<file path="src/rtl/mem_stage.sv">
// MEM stage of the five-stage MIPS core: EX/MEM pipeline register, data-memory
// req/ack sequencing for lw/sw, branch/jump redirect and forwarding to WB.
module mem_stage #(
    parameter int ADDR_W = 16
) (
    input  logic              CLK,
    input  logic              RESET,
    input  logic              RegWriteE,
    input  logic              MemtoRegE,
    input  logic              MemWriteE,
    input  logic              BranchE,
    input  logic              JumpE,
    input  logic [5:0]        ALUopE,
    input  logic [31:0]       ALUOut_in,
    input  logic [31:0]       WriteData_in,
    input  logic [31:0]       PCPlus4_in,
    input  logic [31:0]       PCBranch_in,
    input  logic [4:0]        wb_addr_in,
    output logic              mem_req,
    output logic              mem_we,
    output logic [ADDR_W-1:0] mem_addr,
    output logic [31:0]       mem_wdata,
    input  logic [31:0]       mem_rdata,
    input  logic              mem_ack,
    output logic              stall_out,
    output logic              pc_src,
    output logic [31:0]       pc_target,
    output logic              RegWriteM,
    output logic              MemtoRegM,
    output logic [5:0]        ALUopM,
    output logic [31:0]       ALUOutM,
    output logic [31:0]       ReadDataM,
    output logic [31:0]       PCPlus4M,
    output logic [4:0]        wb_addrM,
    output logic              addr_err
);

    typedef enum logic {
        IDLE = 1'b0,
        BUSY = 1'b1
    } state_t;

    state_t      state_p0;
    state_t      state_nxt;

    logic        reg_write_p0;
    logic        mem_to_reg_p0;
    logic        mem_write_p0;
    logic        branch_p0;
    logic        jump_p0;
    logic [5:0]  alu_op_p0;
    logic [31:0] alu_out_p0;
    logic [31:0] write_data_p0;
    logic [31:0] pc_plus4_p0;
    logic [31:0] pc_branch_p0;
    logic [4:0]  wb_addr_p0;
    logic        misalign_p0;
    logic [31:0] read_data_p0;
    logic        addr_err_p0;

    logic        capture;
    logic        mem_op_in;
    logic        misalign_in;

    function automatic logic is_misaligned(input logic mem_op, input logic [1:0] byte_off);
        return mem_op & (byte_off != 2'b00);
    endfunction

    assign mem_op_in   = MemtoRegE | MemWriteE;
    assign misalign_in = is_misaligned(mem_op_in, ALUOut_in[1:0]);

    // ---- FSM state register ----
    always_ff @(posedge CLK or posedge RESET) begin
        if (RESET) begin
            state_p0 <= IDLE;
        end else begin
            state_p0 <= state_nxt;
        end
    end

    // A misaligned op never leaves IDLE, so it costs one cycle like an ALU op.
    always_comb begin
        state_nxt = state_p0;
        capture   = 1'b0;
        mem_req   = 1'b0;
        mem_we    = 1'b0;
        stall_out = 1'b0;
        RegWriteM = 1'b0;
        case (state_p0)
            IDLE: begin
                capture   = 1'b1;
                RegWriteM = reg_write_p0 & ~misalign_p0;
                if (mem_op_in && !misalign_in) begin
                    state_nxt = BUSY;
                end
            end
            BUSY: begin
                mem_req   = 1'b1;
                mem_we    = mem_write_p0;
                stall_out = 1'b1;
                if (mem_ack) begin
                    state_nxt = IDLE;
                end
            end
            default: state_nxt = IDLE;
        endcase
    end

    // ---- EX/MEM pipeline register ----
    always_ff @(posedge CLK or posedge RESET) begin
        if (RESET) begin
            reg_write_p0  <= 1'b0;
            mem_to_reg_p0 <= 1'b0;
            mem_write_p0  <= 1'b0;
            branch_p0     <= 1'b0;
            jump_p0       <= 1'b0;
            alu_op_p0     <= 6'd0;
            alu_out_p0    <= 32'd0;
            write_data_p0 <= 32'd0;
            pc_plus4_p0   <= 32'd0;
            pc_branch_p0  <= 32'd0;
            wb_addr_p0    <= 5'd0;
            misalign_p0   <= 1'b0;
        end else if (capture) begin
            reg_write_p0  <= RegWriteE;
            mem_to_reg_p0 <= MemtoRegE;
            mem_write_p0  <= MemWriteE;
            branch_p0     <= BranchE;
            jump_p0       <= JumpE;
            alu_op_p0     <= ALUopE;
            alu_out_p0    <= ALUOut_in;
            write_data_p0 <= WriteData_in;
            pc_plus4_p0   <= PCPlus4_in;
            pc_branch_p0  <= PCBranch_in;
            wb_addr_p0    <= wb_addr_in;
            misalign_p0   <= misalign_in;
        end
    end

    // ---- load data and sticky error flag ----
    always_ff @(posedge CLK or posedge RESET) begin
        if (RESET) begin
            read_data_p0 <= 32'd0;
            addr_err_p0  <= 1'b0;
        end else begin
            if (state_p0 == BUSY && mem_ack && mem_to_reg_p0) begin
                read_data_p0 <= mem_rdata;
            end
            if (capture && misalign_in) begin
                addr_err_p0 <= 1'b1;
            end
        end
    end

    // Redirect is decoded only from latched values; jump wins over branch.
    always_comb begin
        pc_src    = 1'b0;
        pc_target = pc_branch_p0;
        if (jump_p0) begin
            pc_src    = 1'b1;
            pc_target = alu_out_p0;
        end else if (branch_p0 && alu_out_p0 == 32'd1) begin
            pc_src = 1'b1;
        end
    end

    assign mem_addr  = alu_out_p0[ADDR_W+1:2];
    assign mem_wdata = write_data_p0;
    assign MemtoRegM = mem_to_reg_p0;
    assign ALUopM    = alu_op_p0;
    assign ALUOutM   = alu_out_p0;
    assign ReadDataM = read_data_p0;
    assign PCPlus4M  = pc_plus4_p0;
    assign wb_addrM  = wb_addr_p0;
    assign addr_err  = addr_err_p0;

endmodule

</file>
<file path="config.mk">
export PLATFORM = sky130hd
export DESIGN_NAME = mem_stage
export DESIGN_NICKNAME = d
export VERILOG_FILES = /design/src/rtl/mem_stage.sv
export SDC_FILE = /design/constraint.sdc
export NUM_CORES = 1
export LEC_CHECK = 0
export CAP_MARGIN = 20
export CORE_ASPECT_RATIO = 0.6
export CORE_MARGIN = 10
export CORE_UTILIZATION = 44
export CTS_CLUSTER_SIZE = 12
export DETAILED_ROUTE_END_ITERATION = 8
export HOLD_SLACK_MARGIN = 0.1
export PLACE_DENSITY = 0.94
export SYNTH_ARGS = -nofsm -noshare
export SYNTH_HDL_FRONTEND = slang
export SYNTH_SLANG_ARGS = --single-unit
</file>
<file path="constraint.sdc">
create_clock -name CLK -period 20.7 [get_ports CLK]
set_input_delay 6.21 -clock CLK [delete_from_list [all_inputs] [get_ports CLK]]
set_output_delay 6.21 -clock CLK [all_outputs]
set_load 0.005 [all_outputs]
</file>
Word level (Yosys, flattened, before mapping)

Index checks and enable logic that the tools add are counted.

Bits in registers: 179
Input port bits: 179
Output and inout bits: 194
Word-level logic and storage cells: 38

Equal/unequal tests: 1
Mux-type cells: 10
Bitwise gates (word level): 5
Reduce and logical (&&, ||, !) cells: 7

Operator list:

| cell                | number |
|---|---|
| $eq 32x1->1 const B | 1 |
| $mux 32             | 1 |
| $mux 1              | 8 |
| $logic_and 1x1->1   | 5 |
| $and 1x1->1         | 2 |
| $not 1->1           | 2 |
| $pmux 1 s2          | 1 |
| $reduce_bool 2->1   | 1 |
| $logic_not 1->1     | 1 |
| $or 1x1->1          | 1 |

Longest topological paths before layout

Gate-level depths: netlist (run 1).

Depth after elaboration: 6
Gate-level depth with buffers: 4
Gate-level depth less buffers: 3

Worst setup path before layout (run 1)

No wires, ideal clock.

Kind: flip-flop to output port
Start point: register alu_out_p0[2], in the netlist ALUOutM[2]
End point: output port pc_src
Arrival: 1.047 ns
Data required time: 14.490 ns
Path slack: 13.443 ns
Cell stages (with the launch flop): 4
Path buffers: 0
Path through: dfrtp_1 -> nor4_1 -> nand4_1 -> o31ai_1

Longest elaborated chain between the ends: 4

Ends and longest elaborated chain:

| what                   | RTL line | source |
|---|---|---|
| from (decl)            | 52       | `logic [31:0] alu_out_p0;` |
| from (signal assigned) | 131      | `alu_out_p0 <= ALUOut_in;` |
| $eq 32x1->1            | 162      | `end else if (branch_p0 && alu_out_p0 == 32'd1) begin` |
| $logic_and 1x1->1      | 162      |  |
| $mux 1                 | 162      |  |
| $mux 1                 | 159      | `if (jump_p0) begin` |
| to (decl)              | 26       | `output logic pc_src,` |

Every way passes these cells.

Worst setup path in the final report (run 1)

Start point: register state_p0
End point: output port mem_req

Longest elaborated chain between the ends: 1

Ends and longest elaborated chain:

| what                   | RTL line | source |
|---|---|---|
| from (decl)            | 43       | `state_t state_p0;` |
| from (signal assigned) | 77       | `state_p0 <= state_nxt;` |
| $mux 1                 | 89       | `case (state_p0)` |
| to (decl)              | 19       | `output logic mem_req,` |

Every way passes these cells.

==> summary.txt, run 1 <==
Yosys
  – Synthesized flop and latch total: 179
  – Yosys top cell by area: dfrtp_1
  – Register area share after synthesis: 57.3%
  – Post-Syn Area per Cell: 17.3 µm²
  – Netlist cell types: 21
  – Top cells by area, synth: dfrtp_1, mux2_4, mux2_2, buf_6, buf_4
  – Cell count after synthesis: 452
  – Syn Nets: 631
  – Synthesized area: 0.00782 mm²
  – Yosys top cell area share: 57.3%
  – Syn. warnings: 0

Min path
  – Type of the worst min-delay path: reg2reg

Power and ir drop
  – Power share of the clock group: 28.9%
  – Peak VDD IR: 0.0000549 V
  – Lkg Pwr: 5.21 nW
  – Sw Ratio: 25.8%
  – Combinational share of power: 28.8%
  – Pint: 0.796 mW
  – Sequential share of power: 42.4%
  – Net switching power: 0.276 mW
  – Pwr Density: 88.8 mW/mm²

Die
  – Die Wd: 192 µm
  – Die footprint: 0.0237 mm²
  – Initial core utilization: 45.3%
  – Core area: 0.0173 mm²
  – Row count: 37
  – I/O Pins: 373
  – Die extent in y: 123 µm

Place
  – Input/output buffers: 372
  – Cells after DPL: 1020
  – Placed inst area: 0.0115 mm²
  – RD Place Congestion: 0.782
  – Setup slack at placement: 12.00 ns
  – DP HPWL: 19200 µm

Global route
  – Antenna violations before repair: 0
  – Gr ovfl total: 0
  – Total Routing Usage GR: 20.0%
  – First-pass GRT wire length: 36200 µm
  – Vias in the first global route: 5821
  – Largest net degree at the start of global routing: 109

Timing
  – Crit share post-route: 43.7%
  – Slew Limit Fails: 0
  – Slew HR: 31.0%
  – Final WS setup: 11.65 ns
  – Final min period: 9.05 ns
  – Worst-Margin Slew: 1.04 ns
  – FMAX: 0.110 GHz
  – RSZ-0062 raised after global routing: false
  – # setup viols final: 0
  – Layout Skew: 0.00824 ns
  – Hold Fails Final Rpt: 0
  – Fin Setup TNS: 0 ns

Clock network
  – Clk slew on worst S/H paths: 0.07 ns
  – Total CTS buffers: 17
  – Clk Latency, worst-skew pair: 0.41 ns
  – Number of H-tree levels: 4
  – Post-CTS setup buffers: 0
  – CTS tree: done
  – CTS sink cnt: 179
  – Post-CTS sizing: 0
  – Post-CTS Hold Fix Bufs: 0
  – Clk buf depth: 2
  – Clk Tree Root Cell: clkbuf_16

Routing
  – Total number of vias: 5072
  – Pre-Repair DR Iteration Count: 4
  – Routed WL: 24600 µm
  – DR vias/cell: 4.83
  – Initial DRC Count: 217
  – Remaining DRCs: 0
  – ANT nets after route: 0
  – Routed len/inst: 23.4 µm

Worst setup path
  – Crit-path max FO: 63
  – Critical path capture point type: output port
  – Worst setup SP type: flop
  – Critical Path RT: 14.49 ns
  – CP arrival: 2.84 ns
  – Setup Crit Path Kind: reg2out

Layout
  – Non-Filler Instances: 1050
  – Most frequent cells in the layout: clkdlybuf4s50_1, dfrtp_1, mux2_4, mux2_2, clkbuf_16
  – Commonest non-fill, non-tap cell in the layout: clkdlybuf4s50_1
  – ANT cells: 0
  – Design area: 0.0121 mm²
  – Share of layout cells above drive strength 1: 30.0%
  – Layout Area Growth over Synthesis: 54.4%
  – NumNets Final: 984

Run status
  – Status: finished clean

Flow run
  – Max Cap Viol: 0
[Yosys cell counts]
cell type and number:
a21o_1 1, and2_1 1, buf_2 7, buf_4 18
buf_6 16, dfrtp_1 179, inv_1 2, mux2_2 78
mux2_4 130, mux2i_1 1, nand3_4 1, nand4_1 2
nor2_1 3, nor3_1 1, nor3b_1 1, nor4_1 6
nor4bb_1 1, o21ai_0 1, o31ai_1 1, or2_2 1
or3_1 1
[stage by stage]
step	utilization [%]	total power [mW]	hold WS, ns
after detailed placement	66.7	0.773	0.474
after CTS	69.9	1.09	0.490
after global placement	66.7	0.763	0.452
final	69.9	1.07	0.480
after floorplan	-	0.581	0.455
after global routing	69.9	1.12	0.499
[power by group through the flow]
stage	sequential, mW	clock, mW	combinational, mW
final	0.454	0.310	0.308
after global routing	0.462	0.331	0.328
after CTS	0.454	0.316	0.315
after detailed placement	0.459	0	0.314
after global placement	0.455	0	0.308
after floorplan	0.447	0	0.134
[state kept, by name, summed over array words and instances (netlist names)]
name / cells
ReadDataM: 32
misalign_p0: 1
PCPlus4M: 32
ALUOutM: 32
wb_addrM: 5
MemtoRegM: 1
branch_p0: 1
ALUopM: 6
state_p0: 1
mem_write_p0: 1
pc_branch_p0: 32
mem_wdata: 32
addr_err: 1
jump_p0: 1
reg_write_p0: 1
[per-layer routing]
| metal | GRT usage (%) | part of all wire [%] | wire length (µm) |
|---|---|---|---|
| met1 | 22.7 | 39 | 9570 |
| met2 | 35.1 | 50 | 12300 |
| met3 | 8.49 | 10 | 2470 |
| met4 | 3.62 | 0.80 | 197 |
| met5 | 0 | 0 | 0 |
[critical path, cell delays in order (launching register included)]
cell             delay (ns)
dfrtp_4                1.06
buf_4                  0.71
clkdlybuf4s50_1        0.65
[cells by family (layout without fill, tap and decap cells)]
group	after synthesis	in the layout	share of synthesized area [%]
AOI/OAI and AO/OA	3	3	0.256
buffers and inverters	43	407	4.58
DFF	179	179	57.3
muxes	209	209	36.3
and+or+nand+nor	18	18	1.54
[layout make-up]
type | count | area (µm²)
fill | 1142 | 5200
sequential | 179 | 4480
timing repair buffer | 375 | 3750
multi-input combinational | 230 | 2980
clock buffer | 18 | 429
tap | 234 | 293
clock inverter | 12 | 126
inverter | 2 | 12.5
[final timing paths]
check | from | endpoint | slack, ns | depth (start not counted)
max in group asynchronous | RESET | jump_p0 | 12.75 | 3
setup reg to reg | state_p0 | ReadDataM[16] | 17.56 | 3
hold / removal | addr_err | addr_err | 0.48 | 1
min in group asynchronous | RESET | PCPlus4M[16] | 6.39 | 2
setup / recovery | state_p0 | mem_req | 11.65 | 2
hold reg to reg | addr_err | addr_err | 0.48 | 1
Power figures use the tool's default switching activity.
==> inputs of run 2 (changes only) <==
--- a/config.mk
+++ b/config.mk
@@ -8,11 +8,11 @@
 export CAP_MARGIN = 20
 export CORE_ASPECT_RATIO = 0.6
 export CORE_MARGIN = 10
-export CORE_UTILIZATION = 44
+export CORE_UTILIZATION = 37
 export CTS_CLUSTER_SIZE = 12
 export DETAILED_ROUTE_END_ITERATION = 8
 export HOLD_SLACK_MARGIN = 0.1
-export PLACE_DENSITY = 0.94
+export PLACE_DENSITY = 0.85
 export SYNTH_ARGS = -nofsm -noshare
 export SYNTH_HDL_FRONTEND = slang
 export SYNTH_SLANG_ARGS = --single-unit
==> constraint.sdc (replaced) <==
create_clock -name CLK -period 7.38 [get_ports CLK]
set_input_delay 2.214 -clock CLK [delete_from_list [all_inputs] [get_ports CLK]]
set_output_delay 2.214 -clock CLK [all_outputs]
set_load 0.005 [all_outputs]
==> run 2 against run 1 <==
Net effect: power rose to 2.9 times the previous value; via count down 0.24%; global-route usage down 2.5 points; critical path depth up 2; core utilization down 11 points; count of clock-buffer cells in the layout up 1; wire length up 0.17%; sequential power rose to 2.8 times the previous value; sequential share of layout area down 0.42 points; final cell count up 4.5%; first-iteration DRC count down 12%; clock power rose to 3.1 times the previous value; critical endpoint is now pc_src; highest routed layer unchanged.
==> summary.txt, run 2 (same netlist as run 1, synthesis figures left out) <==
Run status
  – Status: finished clean

Clock network
  – CTS sink cnt: 179
  – Post-CTS sizing: 0
  – Clk buf depth: 2
  – Post-CTS setup buffers: 0
  – CTS tree: done
  – Number of H-tree levels: 4
  – Clk slew on worst S/H paths: 0.07 ns
  – Total CTS buffers: 17
  – Post-CTS Hold Fix Bufs: 0
  – Clk Tree Root Cell: clkbuf_16
  – Clk Latency, worst-skew pair: 0.42 ns

Worst setup path
  – CP max stage delay: 0.72 ns
  – Critical Path RT: 5.17 ns
  – R2R depth: 2
  – Worst setup SP type: flop
  – Setup Crit Path Kind: reg2out
  – Critical path launch point: ALUOutM[25]
  – Crit-path cells: nor4_1, nand4_1, o31ai_1, clkdlybuf4s50_1
  – CP arrival: 2.66 ns
  – Critical path capture point type: output port
  – Crit-path max FO: 4
  – Max stage delay cell, worst path: nor4_1
  – Worst r2r src: state_p0

Die
  – Die extent in y: 133 µm
  – I/O Pins: 373
  – Row count: 41
  – Core area: 0.0209 mm²
  – Die Wd: 208 µm
  – Die footprint: 0.0275 mm²
  – Initial core utilization: 37.4%

Layout
  – Share of layout cells above drive strength 1: 30.1%
  – Non-Filler Instances: 1097
  – Commonest non-fill, non-tap cell in the layout: clkdlybuf4s50_1
  – Fillers: 1624
  – NumNets Final: 984
  – Most frequent cells in the layout: clkdlybuf4s50_1, dfrtp_1, mux2_4, mux2_2, clkbuf_16
  – Layout Area Growth over Synthesis: 56.2%

Place
  – RD Place Congestion: 0.759
  – Input/output buffers: 372
  – Cells after DPL: 1065
  – DP HPWL: 19100 µm

Power and ir drop
  – Power share of the clock group: 31.2%
  – Net switching power: 0.770 mW
  – Sequential share of power: 41.0%
  – Peak VDD IR: 0.000174 V
  – Sw Ratio: 24.8%
  – Lkg Pwr: 5.25 nW
  – Combinational share of power: 27.8%
  – Pwr Density: 255 mW/mm²
  – Pint: 2.34 mW
  – Power, Total: 3.11 mW

Timing
  – Slew Limit Fails: 0
  – # setup viols final: 0
  – Crit share post-route: 66.1%
  – Worst-Margin Slew: 1.01 ns
  – Fin Setup TNS: 0 ns
  – Hold Fails Final Rpt: 0
  – FMAX: 0.205 GHz
  – RSZ-0062 raised after global routing: false
  – Final min period: 4.88 ns
  – Slew HR: 32.7%
  – Layout Skew: 0.00864 ns

Global route
  – Antenna violations before repair: 1
  – Total Routing Usage GR: 17.5%
  – Gr ovfl total: 0
  – Largest net degree at the start of global routing: 92
  – Vias in the first global route: 5782
  – First-pass GRT wire length: 37700 µm

Flow run
  – Max Cap Viol: 0

Routing
  – Initial DRC Count: 190
  – Remaining DRCs: 0
  – Routed WL: 24600 µm
  – Total number of vias: 5060
  – Pre-Repair DR Iteration Count: 4
  – ANT nets after route: 0
  – DR vias/cell: 4.61
  – Routed len/inst: 22.5 µm

Min path
  – Cell count of the worst hold path: 1
  – Hold Crit Start: addr_err
  – Type of the worst min-delay path: reg2reg
==> run 2: cell count changes in the layout (fill, tap and decap cells not counted) <==
cell	delta
bufinv_16	+3
clkinv_4	-3
clkinv_2	+2
buf_12	+1
buf_4	-1
clkbuf_8	+1
diode_2	+1
inv_6	-1
inv_8	-1
==> run 2: per-stage QoR <==
stage | util (%) | hold slack (ns) | cell area [µm²] | worst slack (ns)
floorplan | - | 0.455 | 7820 | 0.307
global placement | 55.5 | 0.454 | 11600 | 2.92
detailed placement | 55.5 | 0.467 | 11600 | 2.88
CTS | 58.5 | 0.482 | 12200 | 2.39
global route | 58.5 | 0.493 | 12200 | 2.26
finish | 58.5 | 0.479 | 12200 | 2.50
==> run 2: routing by layer <==
layer  vias up  GRT usage, %  part of all wire [%]
met5         -             0                     0
met4         0          4.17                  0.92
met3        13          6.60                   7.5
met2       187          28.7                    49
met1      2577          21.5                    42
li1       2283             -                     -
==> run 2: worst paths after layout <==
kind / slack, ns / to
worst max-delay path: 2.50 / pc_src
worst min-delay path: 0.48 / addr_err
worst max register to register: 4.83 / pc_branch_p0[6]
worst min register to register: 0.48 / addr_err
max in group asynchronous: 4.02 / state_p0
min in group asynchronous: 2.32 / PCPlus4M[9]
==> run 2: cell type report <==
cell class,instances,area (µm²),area share [%]
multi-input combinational,230,2980,24.4
clock buffer,19,443,3.63
antenna,1,2.50,0.0205
inverter,2,12.5,0.102
timing repair buffer,375,3760,30.8
sequential,179,4480,36.7
tap,279,349,2.86
clock inverter,12,180,1.48
==> run 2: critical path: cells and delay by family, from the launching register on <==
family	cells	cell delay, ns
compound gates	1	0.32
simple gates	2	0.91
flops	1	0.41
buf+inv	1	0.59
==> run 2: power groups by stage <==
stage               sequential [mW]  clock, mW  combinational, mW
finish                         1.28      0.969              0.864
floorplan                      1.25          0              0.376
global placement               1.28          0              0.868
CTS                            1.28      0.988              0.883
global route                   1.30       1.04              0.917
detailed placement             1.29          0              0.880
